--- src/rtl/melody_player.sv ---
// Looping square-wave melody player with an internal note RAM of half-periods.
// Optional MELODY_STACCATO_EN silences the final ARTIC_TICKS cycles of every note.
module melody_player #(
  parameter int unsigned DEPTH       = 64,
  parameter int unsigned HALF_W      = 20,
  parameter int unsigned DUR_W       = 32,
  parameter int unsigned NOTE_TICKS  = 12_000_000,
  parameter int unsigned GAP_TICKS   = 0,
  parameter int unsigned ARTIC_TICKS = 1_000_000,
  localparam int unsigned ADDR_W     = $clog2(DEPTH)
) (
  input  logic              clk_i,
  input  logic              rst_i,
  input  logic              enable_i,
  input  logic [ADDR_W-1:0] last_idx_i,
  input  logic              wr_en_i,
  input  logic [ADDR_W-1:0] wr_addr_i,
  input  logic [HALF_W-1:0] wr_half_i,
  output logic              tone_o,
  output logic              playing_o,
  output logic [ADDR_W-1:0] note_idx_o,
  output logic              song_done_o
);

  typedef enum logic [1:0] {StIdle, StPlay, StGap} state_e;

  localparam logic [DUR_W-1:0]  NoteLast = DUR_W'(NOTE_TICKS - 1);
  localparam logic [DUR_W-1:0]  GapLast  = DUR_W'((GAP_TICKS == 0) ? 0 : GAP_TICKS - 1);
  localparam logic [ADDR_W-1:0] IdxMax   = ADDR_W'(DEPTH - 1);
  localparam logic [ADDR_W-1:0] IdxZero  = '0;
`ifdef MELODY_STACCATO_EN
  localparam bit StaccatoEn = 1'b1;
`else
  localparam bit StaccatoEn = 1'b0;
`endif
  // Legato builds put the silent tail past the last count so it never triggers.
  localparam logic [DUR_W:0] ArticStart =
      (DUR_W + 1)'(StaccatoEn ? NOTE_TICKS - ARTIC_TICKS : NOTE_TICKS);

  logic [HALF_W-1:0] mem_q [DEPTH];

  state_e            state_q, state_d;
  logic [ADDR_W-1:0] idx_q, idx_d, idx_next;
  logic [HALF_W-1:0] cur_half_q, cur_half_d;
  logic [HALF_W-1:0] half_cnt_q, half_cnt_d;
  logic [DUR_W-1:0]  dur_cnt_q, dur_cnt_d;
  logic [DUR_W-1:0]  gap_cnt_q, gap_cnt_d;
  logic              tone_q, tone_d;
  logic              done_q, done_d;

  // Loads read mem_q before this edge's write lands, so a colliding load sees the old value.
  always_ff @(posedge clk_i) begin
    if (wr_en_i) begin
      mem_q[wr_addr_i] <= wr_half_i;
    end
  end

  always_ff @(posedge clk_i or posedge rst_i) begin
    if (rst_i) begin
      state_q    <= StIdle;
      idx_q      <= '0;
      cur_half_q <= '0;
      half_cnt_q <= '0;
      dur_cnt_q  <= '0;
      gap_cnt_q  <= '0;
      tone_q     <= 1'b0;
      done_q     <= 1'b0;
    end else begin
      state_q    <= state_d;
      idx_q      <= idx_d;
      cur_half_q <= cur_half_d;
      half_cnt_q <= half_cnt_d;
      dur_cnt_q  <= dur_cnt_d;
      gap_cnt_q  <= gap_cnt_d;
      tone_q     <= tone_d;
      done_q     <= done_d;
    end
  end

  always_comb begin
    state_d    = state_q;
    idx_d      = idx_q;
    cur_half_d = cur_half_q;
    half_cnt_d = half_cnt_q;
    dur_cnt_d  = dur_cnt_q;
    gap_cnt_d  = gap_cnt_q;
    tone_d     = tone_q;
    done_d     = 1'b0;
    idx_next   = (idx_q == IdxMax) ? '0 : idx_q + 1'b1;

    if (!enable_i) begin
      state_d    = StIdle;
      idx_d      = '0;
      half_cnt_d = '0;
      dur_cnt_d  = '0;
      gap_cnt_d  = '0;
      tone_d     = 1'b0;
    end else begin
      unique case (state_q)
        StIdle: begin
          state_d    = StPlay;
          idx_d      = '0;
          cur_half_d = mem_q[IdxZero];
          half_cnt_d = '0;
          dur_cnt_d  = '0;
          tone_d     = 1'b0;
        end
        StPlay: begin
          if (dur_cnt_q == NoteLast) begin
            dur_cnt_d  = '0;
            half_cnt_d = '0;
            tone_d     = 1'b0;
            if (idx_q != last_idx_i) begin
              idx_d      = idx_next;
              cur_half_d = mem_q[idx_next];
            end else begin
              done_d = 1'b1;
              if (GAP_TICKS == 0) begin
                idx_d      = '0;
                cur_half_d = mem_q[IdxZero];
              end else begin
                state_d   = StGap;
                gap_cnt_d = '0;
              end
            end
          end else begin
            dur_cnt_d = dur_cnt_q + 1'b1;
            if (cur_half_q == '0) begin
              half_cnt_d = '0;
              tone_d     = 1'b0;
            end else if (half_cnt_q == cur_half_q - 1'b1) begin
              half_cnt_d = '0;
              tone_d     = ~tone_q;
            end else begin
              half_cnt_d = half_cnt_q + 1'b1;
            end
          end
        end
        StGap: begin
          tone_d = 1'b0;
          if (gap_cnt_q == GapLast) begin
            state_d    = StPlay;
            idx_d      = '0;
            cur_half_d = mem_q[IdxZero];
            half_cnt_d = '0;
            dur_cnt_d  = '0;
            gap_cnt_d  = '0;
          end else begin
            gap_cnt_d = gap_cnt_q + 1'b1;
          end
        end
        default: state_d = StIdle;
      endcase
    end
  end

  assign tone_o      = tone_q & ({1'b0, dur_cnt_q} < ArticStart);
  assign playing_o   = (state_q != StIdle);
  assign note_idx_o  = idx_q;
  assign song_done_o = done_q;

endmodule

--- config.mk ---
export PLATFORM = sky130hd
export DESIGN_NAME = melody_player
export DESIGN_NICKNAME = d
export VERILOG_FILES = /design/src/rtl/melody_player.sv
export SDC_FILE = /design/constraint.sdc
export NUM_CORES = 1
export LEC_CHECK = 0
export CAP_MARGIN = 10
export CORE_MARGIN = 2
export CORE_UTILIZATION = 57
export DETAILED_ROUTE_END_ITERATION = 8
export PLACE_DENSITY_LB_ADDON = 0.1
export SYNTH_ARGS = -nofsm -noshare
export SYNTH_HDL_FRONTEND = slang
export SYNTH_SLANG_ARGS = --single-unit
--- constraint.sdc ---
create_clock -name clk_i -period 2.8 [get_ports clk_i]
set_clock_uncertainty 0.1 [all_clocks]
set_input_delay 0.56 -clock clk_i [delete_from_list [all_inputs] [get_ports clk_i]]
set_output_delay 0.56 -clock clk_i [all_outputs]
set_load 0.01 [all_outputs]
==> impl_metrics.py <==
metrics = {
    "outcome": {
        "status": "finished with violations",
        "failed_checks": "negative setup slack",
    },
    "die": {
        "die_w_um": 313,
        "die_h_um": 313,
        "ios": 45,
        "dieArea_um2": 98000,
        "start_util": 0.574,
        "row_count": 113,
        "core_um2": 94900,
    },
    "route": {
        "drc": 0,
        "num_vias": 37701,
        "antenna_left": 0,
        "dr.pass1.iters": 6,
        "routed_via_density": 6.30,
        "wirelength_mm": 171,
        "drtIter0Drc": 5229,
        "wl_per_cell_um": 28.6,
    },
    "sta": {
        "setup_viol": 22,
        "period_needed_ns": 3.05,
        "worst_pin_slew_ns": 0.914,
        "rsz0062_at_grt": "true",
        "fin_ws_ns": -0.247,
        "period_share": 1.09,
        "fmax_mhz": 328,
        "drv_slew": 0,
        "finalHoldViolations": 0,
        "slew_headroom": 0.391,
        "fin_setup_tns_ns": -2.75,
    },
    "critical_path": {
        "cpMostUsedCell": "buf_4",
        "slowest_stage": "dfrtp_2",
        "arrival_ns": 3.56,
        "worstPathMaxFanout": 11,
        "cp-end-kind": "flip-flop",
        "worst-setup-path-type": "flip-flop to flip-flop",
        "startpoint_type": "flip-flop",
        "path_cells": "ha_4 > and2_4 > a21o_4 > buf_12 > buf_4 > buf_4 > mux2i_2 > a32oi_2 > nand4_1 > o21ai_0 > buf_4 > o211ai_1 > o211ai_1",
        "crit_path_start": "note_idx_o[0]",
        "crit_path_max_incr_delay_ns": 0.43,
        "required_ns": 3.31,
        "rr_startpoint": "note_idx_o[0]",
    },
    "synth": {
        "syn_area_um2": 54500,
        "synth_top_family_by_area": "simple AND/OR/NAND/NOR gates",
        "synth_area_leaders": "edfxtp_1 71%, nand2_1 7.3%, dfrtp_1 3.7%",
        "syn_nets": 4102,
        "synth_simple_gate_area_frac": 0.150,
        "syn_inst": 4062,
        "ys.flop_type": "edfxtp_1",
        "synth_compound_area_frac": 0.0466,
        "ys_warn_count": 0,
        "yosysSeqAreaShare": 0.743,
        "synthMuxAreaShare": 0.0283,
        "avgSynthCellArea_um2": 13.4,
        "synth_edf_count": 1280,
        "synth_largest_area_cell": "edfxtp_1",
        "synth_xor_area_frac": 0.0116,
        "synth_adder_area_share": 0.000919,
        "synth_top_area_share": 0.706,
        "ys_ff_latch": 1361,
        "synth.distinct_cells": 67,
        "async_reset_ff_frac": 0.0595,
    },
    "final_layout": {
        "layout-drive-gt1-share": 0.236,
        "nNetsFinal": 4644,
        "fillerInstances": 6238,
        "seqCellArea_um2": 40500,
        "multiInputGateArea_um2": 14400,
        "syn_to_final_growth_pct": 25.1,
    },
    "clock_network": {
        "htree_levels": 4,
        "holdBufCountCts": 0,
        "cts_sinks": 1361,
        "clk_pin_slew_worst_paths_ns": 0.06,
        "clk_latency_ns": 0.77,
        "clk_path_buf_depth": 3,
        "cts_made_buffers": 141,
        "cts_tree": "done",
        "cts-root-buf": "clkbuf_16",
    },
    "run": {
        "max_cap_violations": 0,
    },
    "power": {
        "max-vdd-ir-drop_uv": 657,
        "p_total_w": 0.0442,
        "power_density_nw_per_um2": 649,
        "p_leak_nw": 23.3,
    },
    "placement": {
        "gp_congestion": 0.946,
        "pre_cts_slack_ns": -0.936,
        "numPortBuffers": 44,
        "dp_hpwl_mm": 106,
    },
    "global_routing": {
        "grt_pass1_wl_mm": 245,
        "grt_max_degree": 65,
        "grt_pass1_vias": 35945,
        "grt_antenna_before_repair": 9,
        "track_usage": 0.348,
        "overflow": 0,
    },
    "min_path": {
        "min_path_type": "input port to async pin",
    },
}
[timing repair]
action                                  CTS  global route
endpoints found under the setup margin   42            66
resized for setup                       234           149
gates cloned                              9             7
buffers inserted                         47            26
pin swaps                                97           111
[power breakdown]
part           internal [W]  switching (W)
Combinational       0.00117        0.00207
Sequential           0.0224      0.0000822
Clock                0.0106        0.00783
[cells by family (layout without fill, tap and decap cells)]
group           after synthesis  after routing
simple gates               1859           1859
flops                      1361           1361
compound gates              384            386
buf+inv                     258            907
mux                         124            124
xor+xnor                     72             72
fa+ha+maj                     4              4
other cells                   0              3
[per-stage QoR]
step,cells,hold WS [ns],util,instance area [um2]
floorplan,4062,0.324,-,54500
CTS,5949,0.0590,0.709,67200
global placement,5645,0.336,0.644,61000
detailed placement,5645,0.365,0.644,61000
finish,5981,0.0774,0.718,68100
global route,5979,0.118,0.718,68100
[registers in the layout, summed over array words and instances (netlist names)]
register     flops
song_done_o      1
state_q          1
cur_half_q      20
half_cnt_q      20
tone_q           1
note_idx_o       6
mem_q         1280
dur_cnt_q       32
[worst max-delay path, delay by kind of cell (launching register included)]
| family | cells | cell delay, ns |
|---|---|---|
| AO/OA/AOI/OAI | 5 | 0.99 |
| buffers and inverters | 4 | 0.68 |
| flip-flops | 1 | 0.43 |
| AND/OR/NAND/NOR | 2 | 0.32 |
| multiplexers | 1 | 0.19 |
| adder cells (fa/ha/maj) | 1 | 0.17 |
[final timing paths]
kind	to	slack [ns]	cells after the start
max	cur_half_q[8]	-0.25	13
min	dur_cnt_q[14]	0.08	2
max reg2reg	cur_half_q[8]	-0.25	13
min reg2reg	dur_cnt_q[0]	0.36	1
max in group asynchronous	cur_half_q[3]	1.85	3
min in group clk_i	mem_q[21][13]	0.15	1
[layout by cell type (no fill, tap or decap), types with 20 or more instances in the layout]
cell type and n:
a21oi_1 85, a21oi_2 20, a31oi_1 53, a32oi_1 64
buf_12 141, buf_2 21, buf_4 382, buf_6 51
clkbuf_1 30, clkbuf_16 148, clkdlybuf4s50_1 23, clkinv_1 26
clkinv_2 21, dfrtp_1 77, edfxtp_1 1280, mux2i_1 98
mux4_2 24, nand2_1 1043, nand3_1 354, nand4_1 144
nor2_1 67, nor2_2 68, nor3_1 23, o21ai_0 37
xnor2_1 26, xor2_1 42
[per-layer routing]
metal  track usage  part of all wire  up-vias
li1              -                 -    16230
met1         0.490              0.38    18891
met2         0.534              0.46     2183
met3        0.0633              0.10      393
met4         0.162             0.047        4
met5             0           0.00015        -
[Yosys cell counts (3+ instances only)]
master and instances:
nor4_1 18, dfrtp_1 81, mux2i_1 100, a22o_1 3
xor2_1 44, xnor2_1 28, a311oi_1 8, a22oi_1 10
and4_1 7, a2111oi_0 5, or4_1 6, nand4_1 144
and2_1 8, a21oi_1 109, a221oi_1 4, nand2b_1 7
o22ai_1 5, nand3b_1 3, edfxtp_1 1280, inv_1 15
nor3_1 37, mux4_2 24, a32oi_1 80, o31ai_1 3
nand3_1 370, buf_1 32, and3_1 12, nor2_1 146
ha_1 4, o21ai_0 58, a31oi_1 61, clkbuf_1 137
a32o_1 4, or3_1 13, buf_2 71, nand2_1 1066
o211ai_1 5, a211oi_1 9, nor2b_1 7
[final cells by class]
type | count | area share
diodes | 3 | 0.000110
clock buffers | 176 | 0.0548
clock inverters | 76 | 0.0112
inverters | 15 | 0.000845
multi-input cells | 2445 | 0.212
flip-flops and latches | 1361 | 0.594
well taps | 1265 | 0.0232
repair buffers | 640 | 0.104
Note: power is estimated with default switching activity, not from simulation.
